File: src/rtl/usb_rx_pkg.sv
// Shared constants and enums for the USB receive-path field assembler.
package usb_rx_pkg;

    localparam int SYNC_W        = 8;
    localparam int PID_W         = 8;
    localparam int CRC5_W        = 5;
    localparam int CRC16_W       = 16;
    localparam int STUFF_RUN_DEF = 6;

    localparam logic [SYNC_W-1:0] SYNC_PATTERN = 8'b1000_0000;

    typedef enum logic [2:0] {
        FLD_NONE,
        FLD_SYNC,
        FLD_PID,
        FLD_CRC5,
        FLD_CRC16,
        FLD_DATA
    } field_t;

    typedef enum logic {
        ST_COUNT,
        ST_STUFF
    } stuff_state_t;

endpackage

File: src/rtl/rx_field_sr.sv
// One receive field: LSB-first shift register, accepted-bit counter,
// full flag and a registered one-cycle completion pulse.
module rx_field_sr #(
    parameter int W = 8
) (
    input  logic         clk,
    input  logic         n_rst,
    input  logic         sel,
    input  logic         bit_ok,
    input  logic         clr_cnt,
    input  logic         d,
    output logic         shift_en,
    output logic [W-1:0] value,
    output logic         done
);

    localparam int CW = $clog2(W + 1);

    logic [W-1:0]  sr_q, sr_d, sr_shift;
    logic [CW-1:0] cnt_q, cnt_d;
    logic          full_q, full_d;
    logic          done_q, done_d;

    generate
        if (W == 1) begin : g_w1
            assign sr_shift = d;
        end else begin : g_wn
            assign sr_shift = {d, sr_q[W-1:1]};
        end
    endgenerate

    assign shift_en = sel & bit_ok & ~full_q;

    always_comb begin
        sr_d   = sr_q;
        cnt_d  = cnt_q;
        full_d = full_q;
        done_d = 1'b0;
        if (!sel) begin
            // Deselection (including idle) restarts the field; the value is kept.
            cnt_d  = '0;
            full_d = 1'b0;
        end else if (shift_en) begin
            sr_d = sr_shift;
            if (cnt_q == CW'(W - 1)) begin
                cnt_d  = CW'(W);
                full_d = 1'b1;
                done_d = 1'b1;
            end else begin
                cnt_d = cnt_q + CW'(1);
            end
        end else if (clr_cnt) begin
            cnt_d = '0;
        end
    end

    always_ff @(posedge clk or negedge n_rst) begin
        if (!n_rst) begin
            sr_q   <= '0;
            cnt_q  <= '0;
            full_q <= 1'b0;
            done_q <= 1'b0;
        end else begin
            sr_q   <= sr_d;
            cnt_q  <= cnt_d;
            full_q <= full_d;
            done_q <= done_d;
        end
    end

    assign value = sr_q;
    assign done  = done_q;

endmodule

File: src/rtl/rx_field_shifter.sv
// Receive field assembler: destuffs decoded bits and steers them into the
// field register selected by the receiver control unit.
//   state    | meaning
//   ST_COUNT | counting consecutive accepted 1s
//   ST_STUFF | next strobed bit is a stuff bit, discarded
module rx_field_shifter
    import usb_rx_pkg::*;
#(
    parameter int DATA_W    = 64,
    parameter int STUFF_RUN = STUFF_RUN_DEF
) (
    input  logic               clk,
    input  logic               n_rst,
    input  logic               shift_enable,
    input  logic               d_orig,
    input  logic               eop,
    input  logic               sync_rcving,
    input  logic               pid_rcving,
    input  logic               crc5_rcving,
    input  logic               crc16_rcving,
    input  logic               data_rcving,
    output logic               sync_shift_enable,
    output logic               pid_shift_enable,
    output logic               crc5_shift_enable,
    output logic               crc16_shift_enable,
    output logic               data_shift_enable,
    output logic [SYNC_W-1:0]  rcv_sync,
    output logic [PID_W-1:0]   rcv_pid,
    output logic [CRC5_W-1:0]  rcv_crc5,
    output logic [CRC16_W-1:0] rcv_crc16,
    output logic [DATA_W-1:0]  rcv_data,
    output logic               sync_bits_received,
    output logic               pid_bits_received,
    output logic               crc5_bits_received,
    output logic               crc16_bits_received,
    output logic               data_bits_received,
    output logic               stuff_error
);

    localparam int OW = $clog2(STUFF_RUN + 1);

    field_t       active;
    stuff_state_t state_q, state_d;
    logic [OW-1:0] ones_q, ones_d;
    logic         stuff_error_q, stuff_error_d;
    logic         bit_ok;
    logic         any_accept;

    always_comb begin
        active = FLD_NONE;
        if (sync_rcving)       active = FLD_SYNC;
        else if (pid_rcving)   active = FLD_PID;
        else if (crc5_rcving)  active = FLD_CRC5;
        else if (crc16_rcving) active = FLD_CRC16;
        else if (data_rcving)  active = FLD_DATA;
    end

    assign bit_ok = shift_enable & (state_q == ST_COUNT) & ~eop;

    rx_field_sr #(.W(SYNC_W)) u_sync (
        .clk(clk), .n_rst(n_rst), .sel(active == FLD_SYNC), .bit_ok(bit_ok),
        .clr_cnt(eop), .d(d_orig), .shift_en(sync_shift_enable),
        .value(rcv_sync), .done(sync_bits_received)
    );

    rx_field_sr #(.W(PID_W)) u_pid (
        .clk(clk), .n_rst(n_rst), .sel(active == FLD_PID), .bit_ok(bit_ok),
        .clr_cnt(eop), .d(d_orig), .shift_en(pid_shift_enable),
        .value(rcv_pid), .done(pid_bits_received)
    );

    rx_field_sr #(.W(CRC5_W)) u_crc5 (
        .clk(clk), .n_rst(n_rst), .sel(active == FLD_CRC5), .bit_ok(bit_ok),
        .clr_cnt(eop), .d(d_orig), .shift_en(crc5_shift_enable),
        .value(rcv_crc5), .done(crc5_bits_received)
    );

    rx_field_sr #(.W(CRC16_W)) u_crc16 (
        .clk(clk), .n_rst(n_rst), .sel(active == FLD_CRC16), .bit_ok(bit_ok),
        .clr_cnt(eop), .d(d_orig), .shift_en(crc16_shift_enable),
        .value(rcv_crc16), .done(crc16_bits_received)
    );

    rx_field_sr #(.W(DATA_W)) u_data (
        .clk(clk), .n_rst(n_rst), .sel(active == FLD_DATA), .bit_ok(bit_ok),
        .clr_cnt(eop), .d(d_orig), .shift_en(data_shift_enable),
        .value(rcv_data), .done(data_bits_received)
    );

    assign any_accept = sync_shift_enable | pid_shift_enable | crc5_shift_enable
                      | crc16_shift_enable | data_shift_enable;

    always_comb begin
        state_d       = state_q;
        ones_d        = ones_q;
        stuff_error_d = 1'b0;
        if (active == FLD_NONE || eop) begin
            state_d = ST_COUNT;
            ones_d  = '0;
        end else begin
            case (state_q)
                ST_COUNT: begin
                    if (any_accept) begin
                        if (!d_orig) begin
                            ones_d = '0;
                        end else if (ones_q == OW'(STUFF_RUN - 1)) begin
                            state_d = ST_STUFF;
                            ones_d  = '0;
                        end else begin
                            ones_d = ones_q + OW'(1);
                        end
                    end
                end
                ST_STUFF: begin
                    if (shift_enable) begin
                        state_d       = ST_COUNT;
                        ones_d        = '0;
                        stuff_error_d = d_orig;
                    end
                end
                default: begin
                    state_d = ST_COUNT;
                    ones_d  = '0;
                end
            endcase
        end
    end

    always_ff @(posedge clk or negedge n_rst) begin
        if (!n_rst) begin
            state_q       <= ST_COUNT;
            ones_q        <= '0;
            stuff_error_q <= 1'b0;
        end else begin
            state_q       <= state_d;
            ones_q        <= ones_d;
            stuff_error_q <= stuff_error_d;
        end
    end

    assign stuff_error = stuff_error_q;

endmodule

File: config.mk
export PLATFORM = sky130hd
export DESIGN_NAME = rx_field_shifter
export DESIGN_NICKNAME = d
export VERILOG_FILES = /design/src/rtl/usb_rx_pkg.sv /design/src/rtl/rx_field_sr.sv /design/src/rtl/rx_field_shifter.sv
export SDC_FILE = /design/constraint.sdc
export NUM_CORES = 1
export LEC_CHECK = 0
export CORE_MARGIN = 1.5
export CORE_UTILIZATION = 45
export CTS_CLUSTER_SIZE = 28
export DETAILED_ROUTE_END_ITERATION = 6
export PLACE_DENSITY = 0.72
export REMOVE_ABC_BUFFERS = 1
export SYNTH_ARGS = -nofsm -noshare
export SYNTH_HDL_FRONTEND = slang
export SYNTH_HIERARCHICAL = 1
export SYNTH_SLANG_ARGS = --single-unit
File: constraint.sdc
create_clock -name clk -period 3.6 [get_ports clk]
set_clock_uncertainty 0.2 [all_clocks]
set_input_delay 0.54 -clock clk [delete_from_list [all_inputs] [get_ports clk]]
set_output_delay 0.54 -clock clk [all_outputs]
set_load 0.02 [all_outputs]
After elaboration in Yosys (flattened, before gate mapping)
Cells that the tools add are included.
W data, S select, Z words.
{"block": "word_totals", "register_bits": 139, "latch_bits": 0, "ramBits": 0, "mem_bits_ro": 0, "out_inout_bits": 112, "n_memories": 0}
{"block": "classes", "add_sub_neg": 6, "n_mul": 0, "n_div": 0, "magnitude_cmp": 0, "n_eq_ne": 28, "shift": 0, "muxes": 69, "n_bitwise": 23, "reduce_logical": 13}
{"operator": "$mux W3", "count": 14}
{"operator": "$mux W1", "count": 38}
{"operator": "$mux W4", "count": 7}
{"operator": "$mux W7", "count": 4}
{"operator": "$reduce_and A2 Y1", "count": 11}
{"operator": "$mux W5", "count": 4}
{"operator": "$ne A2 B2 Y1 const B", "count": 10}
{"operator": "$ne A3 B3 Y1 const B", "count": 5}
{"operator": "$and A1 B1 Y1", "count": 12}
{"operator": "$eq A3 B3 Y1 const B", "count": 4}
{"operator": "$add A4 B1 Y4 const B", "count": 2}
{"operator": "$eq A4 B3 Y1 const B", "count": 2}
{"operator": "$add A7 B1 Y7 const B", "count": 1}
{"operator": "$eq A7 B6 Y1 const B", "count": 1}
{"operator": "$not A1 Y1", "count": 7}
{"operator": "$add A3 B1 Y3 const B", "count": 2}
{"operator": "$eq A3 B2 Y1 const B", "count": 2}
{"operator": "$ne A3 B2 Y1 const B", "count": 2}
{"operator": "$pmux W3 S2", "count": 1}
{"operator": "$add A5 B1 Y5 const B", "count": 1}
{"operator": "$eq A5 B4 Y1 const B", "count": 1}
{"operator": "$or A1 B1 Y1", "count": 4}
{"operator": "$eq A3 B1 Y1 const B", "count": 1}
{"operator": "$logic_not A3 Y1", "count": 1}
{"operator": "2 further kinds", "count": 2}

Longest topological paths before layout
{"block": "logic_depth", "word_depth": 15, "mapped_depth": 10, "ltp_nobuf": 9}

Cells and area by module
Netlist, hierarchy kept.
{"mod": "rx_field_sr at u_data", "instances": 1, "cells_each": 320, "area_per_inst_um2": 2866.5}
{"mod": "rx_field_sr at u_crc16", "instances": 1, "cells_each": 65, "area_per_inst_um2": 998.5}
{"mod": "rx_field_sr at u_sync", "instances": 1, "cells_each": 60, "area_per_inst_um2": 625.6}
{"mod": "rx_field_sr at u_pid", "instances": 1, "cells_each": 62, "area_per_inst_um2": 619.3}
{"mod": "rx_field_sr at u_crc5", "instances": 1, "cells_each": 37, "area_per_inst_um2": 461.7}
{"mod": "rx_field_shifter", "instances": 1, "cells_each": 38, "area_per_inst_um2": 351.6}

Least setup slack after synthesis
Ideal clock, no wire load.
{"block": "synth_timing", "path_kind": "in2reg", "startpoint": "input shift_enable", "endpoint": "register ones_q[1]", "setup_time_ns": 0.095, "t_arrival_ns": 2.957, "slack_ns": 0.347, "stages": 10, "n_path_buf": 1, "cell_sequence": "inv_1 > nor3_1 > nor2b_4 > buf_6 > nand2_4 > inv_1 > nor3_2 > a211oi_2 > nand2_1 > o31ai_1"}
{"item": "start, declared", "line_no": "rx_field_shifter.sv:14", "rtl": "input logic shift_enable,"}
{"item": "$and A1 B1 Y1 (2 in series)", "line_no": "rx_field_shifter.sv:58", "rtl": "assign bit_ok = shift_enable & (state_q == ST_COUNT) & ~eop;"}
{"item": "via bit_ok", "line_no": "rx_field_shifter.sv:46", "rtl": "logic bit_ok;"}
{"item": "$and A1 B1 Y1 (2 in series)", "line_no": "rx_field_sr.sv:32", "rtl": "assign shift_en = sel & bit_ok & ~full_q;"}
{"item": "via crc5_shift_enable", "line_no": "rx_field_shifter.sv:24", "rtl": "output logic crc5_shift_enable,"}
{"item": "$or A1 B1 Y1", "line_no": "rx_field_shifter.sv:90", "rtl": "assign any_accept = sync_shift_enable | pid_shift_enable | crc5_shift_enable"}
{"item": "$or A1 B1 Y1 (2 in series)", "line_no": "rx_field_shifter.sv:91", "rtl": "| crc16_shift_enable | data_shift_enable;"}
{"item": "$ne A3 B2 Y1 (no source line)"}
{"item": "$reduce_and A2 Y1 (no source line)"}
{"item": "end signal, assigned", "line_no": "rx_field_shifter.sv:136", "rtl": "ones_q <= ones_d;"}
{"item": "end, declared", "line_no": "rx_field_shifter.sv:44", "rtl": "logic [OW-1:0] ones_q, ones_d;"}
The timed path passes the listed nets, and every way through them passes these cells.
A chain may end at the register's enable or synchronous reset.

Worst setup path after layout
{"block": "layout_timing", "startpoint": "input shift_enable", "endpoint": "output crc5_shift_enable"}
{"block": "layout_via", "elab_chain_len": 4}
{"item": "$and A1 B1 Y1 (2 in series)", "line_no": "rx_field_shifter.sv:58"}
{"item": "via bit_ok", "line_no": "rx_field_shifter.sv:46"}
{"item": "$and A1 B1 Y1 (2 in series)", "line_no": "rx_field_sr.sv:32"}
{"item": "end, declared", "line_no": "rx_field_shifter.sv:24"}
The timed path passes the listed nets, and every way through them passes these cells.

==> metrics list <==
- The run finished with clean final reports.
* Count of nets left with antenna violations after detail routing: 0
- Wire length per cell after detailed routing: 13.73 um
- The worst setup path is launched from a primary input.
- Average cell area after synthesis: 10.18 um2
- Pin count of the biggest net entering global routing: 73
- In the routed layout, each cell is associated on average with a via count of 5.021.
- Sink Count: 139
- Arrival time at the worst endpoint: 2610 ps
- Utilization after layout: 0.6172
- Count of unresolved DRC violations after routing: 0
- The floorplan step set the die width to 117.7 um.
- Gate Count Post-Synth: 582
- Measured against the total synthesized area, the mux share comes to 0.04626.
- Number of CTS-inserted buffers: 17
- The final layout contains routed wiring with a total length of 12340 um.
* Effective utilization at floorplan: 0.4656
- The floorplan step defined a core boundary enclosing 12720 um2.
- Period utilisation layout: 0.9300
* Clock input transition at the sequential cells of the worst setup and hold paths: 50 ps
- Cell row count: 41
- Largest vdd supply drop: 305.4 uV
- Fraction of layout instances using a drive strength above 1: 0.1169
- Routed met1 length: 5617 um
* Max Used Layer: met4
- Setup repair after global routing left no endpoint under its margin.
* Number of hold violations in the final report: 0
- The finished layout holds 899 standard cells, fillers aside.
- Of the total synthesized cell area, the portion taken by AND, OR, NAND and NOR gates is 0.2539.
- Post-route minimum period: 3348 ps
- The number of antenna violations at the first check in global routing came to 0.
- Clock latency on the worst-skew pair, taken at its later pin, is 410 ps.
* Number of buffers inserted by port buffering: 121
* Final setup violation count: 0
* CP Data Required Time: 2860 ps
- Count of hold buffers inserted by post-cts repair: 1
* Fmax: 298.7 MHz
- Synth cell types: 62
- Buffers added to address setup during post-CTS repair amount to 0.
- From synthesis to final layout, the design area changed by 32.57%.
* Sequential cell area fraction in the yosys report: 0.5872
* Final-report max-slew violation count: 0
* Via count of the first global-routing pass: 4262
* Main combinational cell family by area after synthesis: simple AND/OR/NAND/NOR gates
- The synthesized design spends more area on one cell type than any other, namely dfrtp_1.
- Counting flops with a built-in enable in the synthesized netlist gives 0.
* Detailed-routing iteration count for the pre-antenna-repair pass: 5
- DPL Wire Length: 8418 um
- The worst pin sits at a relative slew slack of 0.5345.
- Vias: 4514
- Kind of critical path: in2out
- In the detailed route, the total length drawn on met2 is 5858 um.
- Final weighted congestion of routability-driven global placement: 0.7543
* Total Routing Usage GR: 0.1851
- Overflow after GRT: 0
- The number of antenna diodes in the final layout is 0.
- Total leakage power: 3.999 nW
- Sorting the synthesized cells by area gives the leading types as dfrtp_1, nand2_1, mux2_2, mux2_4, ha_1.
- Synth Warn #: 6
* Post-synth top flop: dfrtp_1
- Post-synth top area share: 0.5872
- Prior to clock tree synthesis, the placed netlist has a worst setup slack of 138.9 ps.
- Once placement completed, the tool counted placed cells totaling 867.
* Fraction of the mapped netlist area in compound gates: 0.06189
* Worst Max-Slew Pin Slew: 698.3 ps
* Setup WS post-layout: 251.8 ps
- Of all flip-flops after synthesis, the portion carrying an async set or reset was 1.000.
* Crit. End Element: output port
- Global-route wire length before repair: 20780 um
- Maximum buffer depth of the clock tree: 2
- Die area: 13860 um2
- Synth Cell Area: 5923 um2
- Yosys reg bits: 139
- XOR/XNOR share of the synthesized area: 0
- The cell sitting at the root of the clock tree is a clkbuf_16.
- Kind of path behind the tightest hold check: reg2reg
- Detailed route wirelength on metal3: 716 um
- Maximum fanout encountered on the critical timing path: 7
* Boundary pin count: 122
- Across all hold checks on the routed design, the worst slack comes to 270.9 ps.
* Number of max-capacitance violations reported: 0
* Adder-Cell Fraction of Synth Area: 0.01479
* Power density relative to cell area: 450.5 nW/um2
* Total Nets Final: 732
* Drt first-iter violations: 350
- After clock tree synthesis, the repair step resized 0 gates.
- Depth of the CTS H-tree: 4
* Clock tree from TritonCTS: built
- Vertical die dimension: 117.7 um
-- synth_stat cells, types with 4 or more instances --
| master | count |
|---|---|
| and3b_1 | 4 |
| mux2_2 | 13 |
| a21oi_1 | 12 |
| mux2_4 | 7 |
| clkbuf_1 | 4 |
| nand3_1 | 8 |
| inv_1 | 12 |
| nand2b_1 | 7 |
| a22o_1 | 4 |
| buf_2 | 10 |
| nand3b_1 | 5 |
| nor2_1 | 4 |
| ha_1 | 7 |
| buf_4 | 4 |
| o21ai_1 | 5 |
| dfrtp_1 | 139 |
| and2_1 | 5 |
| a31oi_1 | 5 |
| a21o_1 | 8 |
| nand2_1 | 250 |
| nor2b_1 | 7 |
| nor3_1 | 4 |
-- sequential cells by signal (all words and copies together) (netlist names), 3 cells and up --
signal         count
u_crc16/value     16
u_pid/value        8
u_pid/cnt_q        4
u_crc5/cnt_q       3
u_crc16/cnt_q      5
u_sync/value       8
ones_q             3
u_data/cnt_q       7
u_crc5/value       5
u_data/value      64
u_sync/cnt_q       4
-- critical path, stage by stage --
cell	delay (ps)
clkdlybuf4s50_1	500
inv_1	100
nor3_2	290
nor2b_4	310
nand2_4	120
inv_1	120
clkdlybuf4s50_1	620
-- kinds of logic after synthesis --
family                     Yosys count
AOI/OAI and AO/OA                   53
and+or+nand+nor                    324
muxes                               22
adders and majority gates            7
buffers and inverters               37
DFF                                139
-- power by group --
| group | internal (W) | switching (W) |
|---|---|---|
| Clock | 0.000936 | 0.000636 |
| Sequential | 0.00161 | 0.0000403 |
| Combinational | 0.000138 | 0.000172 |
| Total | 0.00269 | 0.000849 |
-- path summary, 6_finish.rpt --
path,from,depth (start not counted),endpoint,slack (ps)
max,shift_enable,7,crc5_shift_enable,250
min,u_data/value[0],2,u_data/value[0],270
max reg2reg,state_q,9,state_q,720
min reg2reg,u_data/value[0],2,u_data/value[0],270
max in group asynchronous,n_rst,3,ones_q[0],1870
min in group asynchronous,n_rst,2,u_crc16/value[7],510
-- through the flow --
step | total power [W] | area [um2] | setup TNS, ps
floorplan | 0.001812 | 5764 | -3201
global placement | 0.001988 | 7310 | 0
detailed placement | 0.001995 | 7310 | 0
CTS | 0.003590 | 7853 | 0
global route | 0.003687 | 7853 | 0
finish | 0.003537 | 7853 | 0
-- routing by layer --
layer / global-route usage / vias to the layer above
met2: 0.2939 / 126
met1: 0.2474 / 2207
li1: - / 2169
met5: 0 / -
met3: 0.04748 / 12
met4: 0.06479 / 0
-- placed cells by master (no fill, tap or decap), types with 2 or more instances in the layout --
| cell type | Yosys | routed |
|---|---|---|
| a21boi_1 | 2 | 2 |
| a21o_1 | 8 | 8 |
| a21oi_1 | 12 | 12 |
| a22o_1 | 4 | 4 |
| a31oi_1 | 5 | 5 |
| and2_1 | 5 | 5 |
| and2_2 | 2 | 2 |
| and3_1 | 2 | 2 |
| and3b_1 | 4 | 4 |
| and4_1 | 2 | 2 |
| buf_4 | 4 | 15 |
| clkbuf_16 | 0 | 17 |
| clkdlybuf4s50_1 | 0 | 120 |
| clkinv_2 | 1 | 8 |
| clkinvlp_4 | 0 | 4 |
| dfrtp_1 | 139 | 139 |
| ha_1 | 7 | 7 |
| inv_1 | 12 | 12 |
| mux2_1 | 2 | 2 |
| mux2_2 | 13 | 13 |
| mux2_4 | 7 | 7 |
| nand2_1 | 250 | 250 |
| nand2b_1 | 7 | 7 |
| nand3_1 | 8 | 8 |
| nand3b_1 | 5 | 5 |
| nand3b_4 | 2 | 2 |
| nand4_1 | 2 | 2 |
| nor2_1 | 4 | 4 |
| nor2b_1 | 7 | 7 |
| nor3_1 | 4 | 3 |
| nor3_2 | 1 | 2 |
| nor3b_1 | 2 | 2 |
| nor4b_1 | 2 | 2 |
| o21ai_0 | 3 | 3 |
| o21ai_1 | 5 | 5 |
| o22ai_1 | 2 | 2 |
| o31ai_1 | 3 | 3 |
| or3_1 | 3 | 3 |
-- area by class of cell --
type	count	area, um2
sequential	139	3478
clock buffer	18	429.2
inverter	14	53.80
fill	1086	4870
tap	172	215.2
timing repair buffer	137	1335
multi-input combinational	406	2237
clock inverter	13	103.9
Power figures use the tool's default switching activity.
